**config.mk**
```make
export PLATFORM = sky130hd
export DESIGN_NAME = trig_burst_gen
export DESIGN_NICKNAME = d
export VERILOG_FILES = /design/src/rtl/trig_burst_gen.sv
export SDC_FILE = /design/constraint.sdc
export NUM_CORES = 1
export LEC_CHECK = 0
export CAP_MARGIN = 0
export CORE_MARGIN = 1.5
export CORE_UTILIZATION = 55
export CTS_CLUSTER_DIAMETER = 80
export DETAILED_ROUTE_END_ITERATION = 8
export PLACE_DENSITY = 0.85
export SYNTH_ARGS = -nofsm -noshare
export SYNTH_HDL_FRONTEND = slang
export SYNTH_SLANG_ARGS = --single-unit
```
**constraint.sdc**
```tcl
create_clock -name I_clk_100mhz -period 8.5 [get_ports I_clk_100mhz]
set_input_delay 0.85 -clock I_clk_100mhz [delete_from_list [all_inputs] [get_ports I_clk_100mhz]]
set_output_delay 0.85 -clock I_clk_100mhz [all_outputs]
set_load 0.01 [all_outputs]
```
**src/rtl/trig_burst_gen.sv**
```systemverilog
// -----------------------------------------------------------------------------
// trig_burst_gen
//
// Multi-channel trigger burst generator for the timing-control fabric.
// A start event (external trigger edge or software strobe) launches a burst:
// wait a programmable delay, then emit a number of pulses of programmable
// width and period on the channels selected by a mask. A pulse count of zero
// selects continuous mode, which runs until aborted.
//
// Optional feature macro: TRIG_BURST_GEN_CNT_EN
//   When defined, adds O_Pulse_Cnt (pulses emitted in the current or last
//   burst, saturating) and O_Miss_Cnt (saturating count of O_Miss events).
//
// Ports:
//   I_clk_100mhz  in   1       system clock, 100 MHz
//   I_Rst_n       in   1       asynchronous active-low reset
//   I_Trig_in     in   1       asynchronous external start (rising edge)
//   I_Sw_Start    in   1       synchronous one-cycle software start
//   I_Abort       in   1       synchronous abort, level
//   I_Delay       in   CNT_W   cycles from start to first pulse
//   I_Width       in   PW_W    pulse high time in cycles (0 treated as 1)
//   I_Period      in   CNT_W   pulse repetition period in cycles
//   I_Num         in   CNT_W   pulses per burst, 0 = continuous
//   I_Ch_Mask     in   NUM_CH  per-channel output enable
//   O_Trig        out  NUM_CH  registered trigger outputs
//   O_Busy        out  1       high from start acceptance until back in IDLE
//   O_Done        out  1       one-cycle pulse at normal burst completion
//   O_Miss        out  1       one-cycle pulse when a start arrives while busy
//   O_Pulse_Cnt   out  CNT_W   (TRIG_BURST_GEN_CNT_EN only)
//   O_Miss_Cnt    out  16      (TRIG_BURST_GEN_CNT_EN only)
//
// Start handshake: a start event is accepted only in IDLE with I_Abort low;
// acceptance is visible as O_Busy rising on the same edge. A start event while
// O_Busy is high (including the DONE cycle) is dropped and answered with a
// one-cycle O_Miss. I_Abort is a level: any non-IDLE state returns to IDLE on
// the next edge and outranks a simultaneous start.
// -----------------------------------------------------------------------------
module trig_burst_gen #(
    parameter int CNT_W       = 32,
    parameter int PW_W        = 16,
    parameter int NUM_CH      = 4,
    parameter int SYNC_STAGES = 2
) (
    input  logic              I_clk_100mhz,
    input  logic              I_Rst_n,
    input  logic              I_Trig_in,
    input  logic              I_Sw_Start,
    input  logic              I_Abort,
    input  logic [CNT_W-1:0]  I_Delay,
    input  logic [PW_W-1:0]   I_Width,
    input  logic [CNT_W-1:0]  I_Period,
    input  logic [CNT_W-1:0]  I_Num,
    input  logic [NUM_CH-1:0] I_Ch_Mask,
    output logic [NUM_CH-1:0] O_Trig,
    output logic              O_Busy,
    output logic              O_Done,
    output logic              O_Miss
`ifdef TRIG_BURST_GEN_CNT_EN
    ,
    output logic [CNT_W-1:0]  O_Pulse_Cnt,
    output logic [15:0]       O_Miss_Cnt
`endif
);

    typedef enum logic [2:0] {
        S_IDLE  = 3'd0,
        S_DELAY = 3'd1,
        S_HIGH  = 3'd2,
        S_LOW   = 3'd3,
        S_DONE  = 3'd4
    } state_t;

    state_t r_state;
    state_t w_state_nxt;

    // -------------------------------------------------------------------------
    // External start: synchroniser chain plus registered rising-edge detect.
    // -------------------------------------------------------------------------
    logic [SYNC_STAGES-1:0] r_sync;
    logic                   r_sync_prev;
    logic                   r_ext_start;
    logic                   w_sync_out;

    assign w_sync_out = r_sync[SYNC_STAGES-1];

    always_ff @(posedge I_clk_100mhz or negedge I_Rst_n) begin
        if (!I_Rst_n) begin
            r_sync      <= '0;
            r_sync_prev <= 1'b0;
            r_ext_start <= 1'b0;
        end else begin
            r_sync      <= {r_sync[SYNC_STAGES-2:0], I_Trig_in};
            r_sync_prev <= w_sync_out;
            r_ext_start <= w_sync_out & ~r_sync_prev;
        end
    end

    logic w_start;
    logic w_accept;

    assign w_start  = r_ext_start | I_Sw_Start;
    assign w_accept = (r_state == S_IDLE) && w_start && !I_Abort;

    // -------------------------------------------------------------------------
    // Configuration sanitisation, applied to the live inputs and captured on
    // acceptance. The width is forced to at least 1, and the period is forced
    // above the width so every period has at least one low cycle.
    // -------------------------------------------------------------------------
    logic [PW_W-1:0]  w_width_eff;
    logic [CNT_W-1:0] w_width_ext;
    logic [CNT_W-1:0] w_period_eff;

    assign w_width_eff  = (I_Width == '0) ? PW_W'(1) : I_Width;
    assign w_width_ext  = CNT_W'(w_width_eff);
    assign w_period_eff = (I_Period <= w_width_ext) ? (w_width_ext + CNT_W'(1)) : I_Period;

    // Latched burst configuration. The HIGH and LOW phases are stored as the
    // terminal value of a zero-based counter, so no phase needs a subtractor
    // in the per-cycle path.
    logic [CNT_W-1:0]  r_delay;
    logic [CNT_W-1:0]  r_high_last;
    logic [CNT_W-1:0]  r_low_last;
    logic [CNT_W-1:0]  r_num;
    logic [NUM_CH-1:0] r_mask;

    logic [CNT_W-1:0]  r_cnt;
    logic [CNT_W-1:0]  r_pulse_cnt;

    logic              w_last_delay;
    logic              w_last_high;
    logic              w_last_low;
    logic [CNT_W-1:0]  w_pulse_inc;
    logic              w_burst_end;

    // DELAY runs for latched Delay + 1 cycles (counter 0..Delay); together
    // with the output register this puts the first rising edge of O_Trig
    // Delay + 2 cycles after the start cycle.
    assign w_last_delay = (r_cnt == r_delay);
    assign w_last_high  = (r_cnt == r_high_last);
    assign w_last_low   = (r_cnt == r_low_last);

    // Pulse counter saturates at all-ones so continuous mode never wraps.
    assign w_pulse_inc  = (&r_pulse_cnt) ? r_pulse_cnt : (r_pulse_cnt + CNT_W'(1));
    assign w_burst_end  = (r_num != '0) && (w_pulse_inc == r_num);

    // -------------------------------------------------------------------------
    // FSM: state register
    // -------------------------------------------------------------------------
    always_ff @(posedge I_clk_100mhz or negedge I_Rst_n) begin
        if (!I_Rst_n) begin
            r_state <= S_IDLE;
        end else begin
            r_state <= w_state_nxt;
        end
    end

    // -------------------------------------------------------------------------
    // FSM: next-state logic. Abort outranks every other transition.
    // -------------------------------------------------------------------------
    always_comb begin
        w_state_nxt = r_state;
        if ((r_state != S_IDLE) && I_Abort) begin
            w_state_nxt = S_IDLE;
        end else begin
            case (r_state)
                S_IDLE: begin
                    if (w_accept) begin
                        w_state_nxt = S_DELAY;
                    end
                end
                S_DELAY: begin
                    if (w_last_delay) begin
                        w_state_nxt = S_HIGH;
                    end
                end
                S_HIGH: begin
                    if (w_last_high) begin
                        w_state_nxt = w_burst_end ? S_DONE : S_LOW;
                    end
                end
                S_LOW: begin
                    if (w_last_low) begin
                        w_state_nxt = S_HIGH;
                    end
                end
                S_DONE: begin
                    w_state_nxt = S_IDLE;
                end
                default: begin
                    w_state_nxt = S_IDLE;
                end
            endcase
        end
    end

    // -------------------------------------------------------------------------
    // FSM: output logic. Outputs are decoded from the next state and then
    // registered, so they line up with the state register and have no
    // combinational path from the inputs.
    // -------------------------------------------------------------------------
    logic [NUM_CH-1:0] w_trig_nxt;
    logic              w_busy_nxt;
    logic              w_done_nxt;
    logic              w_miss_nxt;

    always_comb begin
        w_trig_nxt = '0;
        w_busy_nxt = 1'b0;
        w_done_nxt = 1'b0;
        w_miss_nxt = 1'b0;
        if (w_state_nxt == S_HIGH) begin
            w_trig_nxt = r_mask;
        end
        w_busy_nxt = (w_state_nxt != S_IDLE);
        w_done_nxt = (w_state_nxt == S_DONE);
        // Any start seen while not IDLE is a miss, even alongside an abort.
        w_miss_nxt = w_start && (r_state != S_IDLE);
    end

    logic [NUM_CH-1:0] r_trig;
    logic              r_busy;
    logic              r_done;
    logic              r_miss;

    always_ff @(posedge I_clk_100mhz or negedge I_Rst_n) begin
        if (!I_Rst_n) begin
            r_trig <= '0;
            r_busy <= 1'b0;
            r_done <= 1'b0;
            r_miss <= 1'b0;
        end else begin
            r_trig <= w_trig_nxt;
            r_busy <= w_busy_nxt;
            r_done <= w_done_nxt;
            r_miss <= w_miss_nxt;
        end
    end

    assign O_Trig = r_trig;
    assign O_Busy = r_busy;
    assign O_Done = r_done;
    assign O_Miss = r_miss;

    // -------------------------------------------------------------------------
    // Configuration latch and phase / pulse counters.
    // The pulse counter is only cleared by a new start, so it still reports
    // the previous burst after DONE or abort.
    // -------------------------------------------------------------------------
    always_ff @(posedge I_clk_100mhz or negedge I_Rst_n) begin
        if (!I_Rst_n) begin
            r_delay     <= '0;
            r_high_last <= '0;
            r_low_last  <= '0;
            r_num       <= '0;
            r_mask      <= '0;
            r_cnt       <= '0;
            r_pulse_cnt <= '0;
        end else if (w_accept) begin
            r_delay     <= I_Delay;
            r_high_last <= w_width_ext - CNT_W'(1);
            r_low_last  <= w_period_eff - w_width_ext - CNT_W'(1);
            r_num       <= I_Num;
            r_mask      <= I_Ch_Mask;
            r_cnt       <= '0;
            r_pulse_cnt <= '0;
        end else begin
            case (r_state)
                S_DELAY: begin
                    r_cnt <= w_last_delay ? '0 : (r_cnt + CNT_W'(1));
                end
                S_HIGH: begin
                    if (w_last_high) begin
                        r_cnt       <= '0;
                        r_pulse_cnt <= w_pulse_inc;
                    end else begin
                        r_cnt <= r_cnt + CNT_W'(1);
                    end
                end
                S_LOW: begin
                    r_cnt <= w_last_low ? '0 : (r_cnt + CNT_W'(1));
                end
                default: begin
                    r_cnt <= '0;
                end
            endcase
        end
    end

`ifdef TRIG_BURST_GEN_CNT_EN
    // Saturating count of miss events; cleared only by reset.
    logic [15:0] r_miss_cnt;

    always_ff @(posedge I_clk_100mhz or negedge I_Rst_n) begin
        if (!I_Rst_n) begin
            r_miss_cnt <= '0;
        end else if (w_miss_nxt && !(&r_miss_cnt)) begin
            r_miss_cnt <= r_miss_cnt + 16'd1;
        end
    end

    assign O_Pulse_Cnt = r_pulse_cnt;
    assign O_Miss_Cnt  = r_miss_cnt;
`endif

endmodule

```
==> results by group, run 1 <==
Outcome
  • Outcome: finished clean

Power
  • Internal Dissipation: approximately 2.1 mW
  • Max VDD drop: roughly 0.14 mV
  • Sw power: 1.27 mW
  • Clock network power share: between 20% and 30%
  • Leak: 6.12 nW
  • Pwr dens: between 200 and 250 nW/um^2
  • Net Sw Frac: between 30% and 40%
  • Logic gate share of total power: 30.5%
  • Sequential Power Share: approximately 45%

Routing
  • DRT iter0 DRCs: 1102
  • Routed vias: approximately 11000
  • Drt drc: 0
  • Via density: about 6
  • Pre-Repair DR Iteration Count: 6
  • Routed WL: around 35000 microns
  • DR WL/cell: approximately 19 microns
  • Number of routed nets with antenna violations: 0

Synth
  • Sequential area share after synthesis: roughly 39%
  • Synth warn: 0
  • Unique masters post-synth: between 60 and 70
  • Post-synth top area cell: dfrtp_1
  • Post-synth EDFFs: 0
  • Top post-synthesis cells by area: dfrtp_1, nand2_1, xnor2_1, xor2_1, o21ai_0
  • Async SR Flop Fraction: 100%
  • Synth Area per Inst: between 8 and 9 sq um
  • Post-synth top cells: nand2_1, dfrtp_1, xnor2_1
  • Count leader, synth: nand2_1
  • Post-synth top area share: between 30% and 40%
  • Gate Count Post-Synth: roughly 1500
  • Syn Nets: about 1700
  • Mapped cell area: 12400 sq um
  • Prevailing post-synth register cell: dfrtp_1
  • Yosys reg bits: just under 200

Job
  • Max-cap viol count: 0

Layout
  • Layout Cells excl Fill: ~1900
  • Area delta synth->final: 15.5%
  • Nets: approximately 1700
  • ANT cells: 0
  • Layout cell share with drive strength beyond 1: around 3.7%
  • Fin util: roughly 65%

Global route
  • Initial antenna violation count: 0
  • First-pass GRT wire length: roughly 57000 microns
  • Vias in the first global route: 10800
  • Largest net degree at the start of global routing: about 110
  • Overflow after GRT: 0
  • Total GRT Usage: a little under a third

STA
  • F_max: roughly 150 MHz
  • Period minus WS final: 6.87 ns
  • Post-route clock period utilization: 80.8%
  • Final Max Tran Viols: 0
  • Final setup skew: 0.00919 ns
  • Setup WS post-layout: between 1.5 and 2 ns
  • Setup violators final: 0
  • Hold Slack: ~0.35 ns
  • Unrepaired setup endpoints after global routing: false
  • Setup_tns: 0 ns
  • Endpoints failing hold: 0
  • Worst Tran Pin Value: 1.28 ns
  • Max-slew headroom: 14.0%

Clocking
  • CTS Hold Bufs: 0
  • CTS max path bufs: 2
  • Root Buffer: clkbuf_16
  • CTS tree: done
  • Resized Gates After CTS: 0
  • Clk slew on worst S/H paths: around 0.080 ns
  • Clock sink count: a little under 200
  • Clock Latency Late Sink: between 0.4 and 0.5 ns
  • TritonCTS buffer count: 17
  • Max H-tree Level: 4
  • Post-CTS Setup Inserts: 0

Place
  • Detail Placement HPWL: roughly 26000 microns
  • Dpl ws: roughly 1.3 ns
  • RePlAce Congestion: about 0.93
  • IO Port Bufs: between 100 and 150
  • Inst Count DP: roughly 1800

Min path
  • Worst Hold Class: register to register

Worst setup path
  • Arr. time, crit path: between 7 and 8 ns
  • Crit Path Class: input pin to register
  • Critical path fanouts, max: 33
  • Worst setup SP type: input pin
  • Required @ worst endpoint: ~8.8 ns
  • Worst setup EP type: register

Floorplanning
  • Die Area: ~24000 sq um
  • Io pins: 128
  • Die H: roughly 150 microns
  • Starting Density: 56.5%
  • DIE WIDTH: about 150 microns
  • Core ar.: 22000 sq um
  • Site Rows: between 50 and 60
[flip-flops by register name (all words and copies together), names as in the netlist]
register	cells
O_Busy	1
O_Done	1
O_Miss	1
O_Trig	4
r_cnt	32
r_delay	32
r_ext_start	1
r_high_last	17
r_low_last	32
r_mask	4
r_num	32
r_pulse_cnt	32
r_state	3
r_sync	2
r_sync_prev	1
[area by class of cell]
type	count	area [sq um]
clock buffer	19	433
tap	280	350
timing repair buffer	136	1340
inverter	29	109
fill	1821	7660
multi-input combinational	1196	7090
clock inverter	13	160
sequential	195	4880
[cell usage in the layout (no fill, tap or decap), drive strengths merged, types with 16 or more instances in the layout]
cell type / count
nand3: 48
nor2: 105
clkbuf: 20
xor2: 79
inv: 35
nand2: 344
xnor2: 125
dfrtp: 195
clkdlybuf4s50: 126
or3: 16
nor3: 20
nor4: 50
ha: 35
nand4: 44
o31ai: 17
o21ai: 105
a21oi: 60
[through the flow]
step | total power [mW] | area, sq um
after global routing | 3.55 | 14400
after global placement | 2.48 | 13800
final | 3.36 | 14400
after detailed placement | 2.52 | 13800
after CTS | 3.35 | 14400
after floorplan | 2.15 | 12400
[path summary, 6_finish.rpt]
check,from,end,slack (ns),cells after the start
worst max-delay path,I_Width[10],r_low_last[24],1.63,25
worst min-delay path,r_sync[0],r_sync[1],0.35,0
worst max register to register,r_pulse_cnt[3],O_Done,4.47,8
worst min register to register,r_sync[0],r_sync[1],0.35,0
max in group asynchronous,I_Rst_n,r_num[11],6.40,2
min in group asynchronous,I_Rst_n,r_low_last[27],0.52,1
[critical path, stage by stage]
cell	delay, ns
clkdlybuf4s50_1	0.50
inv_1	0.19
nand3_1	0.13
or3_1	0.37
nor2_1	0.28
nand3_1	0.14
nand2b_1	0.18
ha_1	0.16
nor2b_1	0.04
o21ai_0	0.13
a21boi_0	0.10
or3_1	0.37
a21oi_2	0.14
buf_4	0.31
mux2_2	0.42
fa_1	0.44
a21oi_1	0.18
nor2b_1	0.08
a311o_1	0.40
o31a_1	0.33
a211o_1	0.30
a41oi_1	0.62
nand3_1	0.20
xor2_1	0.20
o21ai_0	0.10
[logic make-up (layout without fill, tap and decap cells)]
logic type / Yosys count / in the layout / share of synthesized area, %
xor gates and xnor gates: 204 / 204 / 14.4
muxes: 6 / 6 / 0.493
adders and majority gates: 36 / 36 / 3.68
and+or+nand+nor: 707 / 707 / 26.6
DFF: 195 / 195 / 39.2
buffers and inverters: 123 / 197 / 3.84
AOI/OAI and AO/OA: 243 / 243 / 11.8
[layer usage]
| layer | wire length, microns | vias to the layer above | track usage (%) |
|---|---|---|---|
| met5 | 0 | - | 0 |
| met4 | 478 | 0 | 7.91 |
| met3 | 2810 | 49 | 4.05 |
| met2 | 15500 | 554 | 46.7 |
| met1 | 16600 | 5476 | 45.7 |
| li1 | - | 5317 | - |
[power groups by stage]
stage               Combinational [mW]  Clock [mW]  Sequential, mW
floorplan                        0.744           0            1.40
global placement                 0.974           0            1.51
detailed placement                1.01           0            1.52
CTS                               1.02       0.825            1.50
global route                      1.15       0.861            1.54
finish                            1.03       0.820            1.51
Power figures use the tool's default switching activity.
==> run 2, diff against run 1 <==
- clock period: 8.5 -> 6.6 ns (I/O delays scaled with it)
==> run 2 against run 1 <==
Clock power up 29%. Clock skew up 0.0047 ns. Wire length decreased by 0.72%. Sequential power increased by 29%. Count of clock-buffer cells in the layout shrank 1. Combinational power increased by 28%. Utilization rose by 0.14 points. Largest cell class unchanged.
==> results by group, run 2 (synthesis results as in run 1) <==
Outcome
  • Outcome: finished clean

Job
  • Max-cap viol count: 0 (unchanged)

Layout
  • ANT cells: 0 (unchanged)
  • Layout cell share with drive strength beyond 1: 3.96% (+0.30 points)
  • Finished Cell Area: 14400 sq um (+0.22%)
  • Reg area: 4880 sq um (unchanged)
  • Commonest cells after routing, fill and taps aside: nand2_1, dfrtp_1, clkdlybuf4s50_1, xnor2_1, nor2_1
  • Commonest non-fill, non-tap cell in the layout: nand2_1
  • Multi-input logic area: 7090 sq um (unchanged)
  • Nets: 1736 (+0.23%)
  • Area delta synth->final: 15.8%
  • Filler Cell Count: 1776 (-2.5%)

Worst setup path
  • Required @ worst endpoint: 6.90 ns (-1.89 ns)
  • Critical path fanouts, max: 31 (-6.1%)
  • Crit-path slowest cell: clkdlybuf4s50_1
  • Max incr delay on CP: 0.50 ns (-0.12 ns)
  • Crit Path Class: input pin to register
  • Most frequent CP cell: nand3_1
  • Worst setup SP type: input pin
  • Arr. time, crit path: 6.20 ns (-0.96 ns)
  • Worst setup EP type: register

STA
  • Setup violators final: 0 (unchanged)
  • Endpoints failing hold: 0 (unchanged)
  • Period minus WS final: between 5 and 6 ns
  • Worst Tran Pin Value: 1.07 ns (-0.203 ns)
  • Setup_tns: 0 ns (unchanged)
  • F_max: approximately 170 MHz
  • Max-slew headroom: 28.2% (+14 points)
  • Unrepaired setup endpoints after global routing: false
  • Final setup skew: 0.0139 ns (+0.00471 ns)
  • Setup WS post-layout: 0.699 ns (-0.931 ns)
  • Post-route clock period utilization: about nine tenths
  • Final Max Tran Viols: 0 (unchanged)

Clocking
  • TritonCTS buffer count: 17 (unchanged)
  • Clk slew on worst S/H paths: 0.08 ns (about the same)
  • Root Buffer: clkbuf_16
  • Clock sink count: 195 (unchanged)
  • CTS tree: done
  • CTS Hold Bufs: 0 (unchanged)
  • Post-CTS Setup Inserts: 0 (unchanged)
  • Clock Latency Late Sink: 0.45 ns (about the same)
  • CTS max path bufs: 2 (unchanged)
  • Max H-tree Level: 4 (unchanged)
  • Resized Gates After CTS: 0 (unchanged)

Floorplanning
  • DIE WIDTH: 153 microns (unchanged)
  • Die H: 153 microns (unchanged)
  • Starting Density: 56.5% (unchanged)
  • Io pins: 128 (unchanged)
  • Core ar.: 22000 sq um (unchanged)
  • Die Area: 23500 sq um (unchanged)
  • Site Rows: 54 (unchanged)

Global route
  • Largest net degree at the start of global routing: 110 (-3.5%)
  • Overflow after GRT: 0 (unchanged)
  • Initial antenna violation count: 0 (unchanged)
  • First-pass GRT wire length: 57400 microns (+0.52%)
  • Total GRT Usage: 30.5% (-0.047 points)
  • Vias in the first global route: 11100 (+2.7%)

Power
  • Leak: 6.14 nW (+0.37%)
  • Tot Pwr: 4.32 mW (+29%)
  • Max VDD drop: 0.200 mV (+40%)
  • Pwr dens: 300 nW/um^2 (+29%)

Place
  • Dpl ws: 0.318 ns (-0.963 ns)
  • RePlAce Congestion: 0.979 (+5.3%)
  • IO Port Bufs: 127 (unchanged)
  • Placed cell areas: 13800 sq um (+0.22%)
  • Detail Placement HPWL: 26000 microns (-0.73%)

Routing
  • DRT iter0 DRCs: 1054 (-4.4%)
  • Routed vias: 11300 (-0.58%)
  • Via density: 6.05 (-0.79%)
  • Routed WL: 35200 microns (-0.72%)
  • Number of routed nets with antenna violations: 0 (unchanged)
  • Pre-Repair DR Iteration Count: 5 (-1)
  • Drt drc: 0 (unchanged)
  • DR WL/cell: 18.8 microns (-0.93%)

Min path
  • Worst Hold Class: input pin to asynchronous set/reset pin
[run 2: cell count changes in the layout (fill, tap and decap cells not counted)]
cell / previous run / this run
clkinv_2: 0 / 1
clkbuf_1: 2 / 1
buf_4: 9 / 13
clkinv_4: 3 / 4
inv_6: 3 / 2
[run 2: layer usage]
layer,global-route usage (%),share of wire [%],up-vias
li1,-,-,5321
met1,44.9,46,5427
met2,45.8,43,530
met3,5.56,8.2,52
met4,8.97,2.0,0
met5,0,0,-
[run 2: area by class of cell]
type | instances | area share [%]
Tap cell | 280 | 2.43
Sequential cell | 195 | 33.9
Timing Repair Buffer | 140 | 9.53
Clock buffer | 18 | 2.98
Clock inverter | 14 | 1.15
Multi-Input combinational cell | 1196 | 49.3
Inverter | 29 | 0.756
[run 2: path summary, 6_finish.rpt]
path                                      from              end  cells past startpoint  slack [ns]
worst max-delay path               I_Width[10]   r_low_last[20]                     27        0.70
worst min register to register       r_sync[0]        r_sync[1]                      0        0.35
worst min-delay path                   I_Rst_n   r_low_last[19]                      1        0.26
worst max register to register  r_pulse_cnt[3]           O_Done                      8        2.53
max in group asynchronous              I_Rst_n  r_pulse_cnt[15]                      2        5.12
min in group I_clk_100mhz            r_sync[0]        r_sync[1]                      0        0.35
[run 2: critical path: cells and delay by family]
family	cells	cell delay, ns
fa+ha+maj	2	0.48
compound gates	10	2.08
xor+xnor	1	0.19
buf+inv	4	1.21
simple gates	10	1.57
[run 2: power by group]
| part | switching, mW | leakage, nW | internal [mW] |
|---|---|---|---|
| clock network | 0.518 | 0.292 | 0.541 |
| logic | 0.726 | 3.32 | 0.590 |
| registers | 0.389 | 2.53 | 1.56 |
| total | 1.63 | 6.14 | 2.69 |
[run 2: metrics by stage]
stage | util (%) | std cells | hold WS [ns]
final | 65.4 | 1872 | 0.256
after detailed placement | 62.7 | 1840 | 0.335
after global placement | 62.7 | 1840 | 0.334
after CTS | 65.4 | 1872 | 0.279
after global routing | 65.4 | 1872 | 0.308
after floorplan | - | 1514 | 0.331
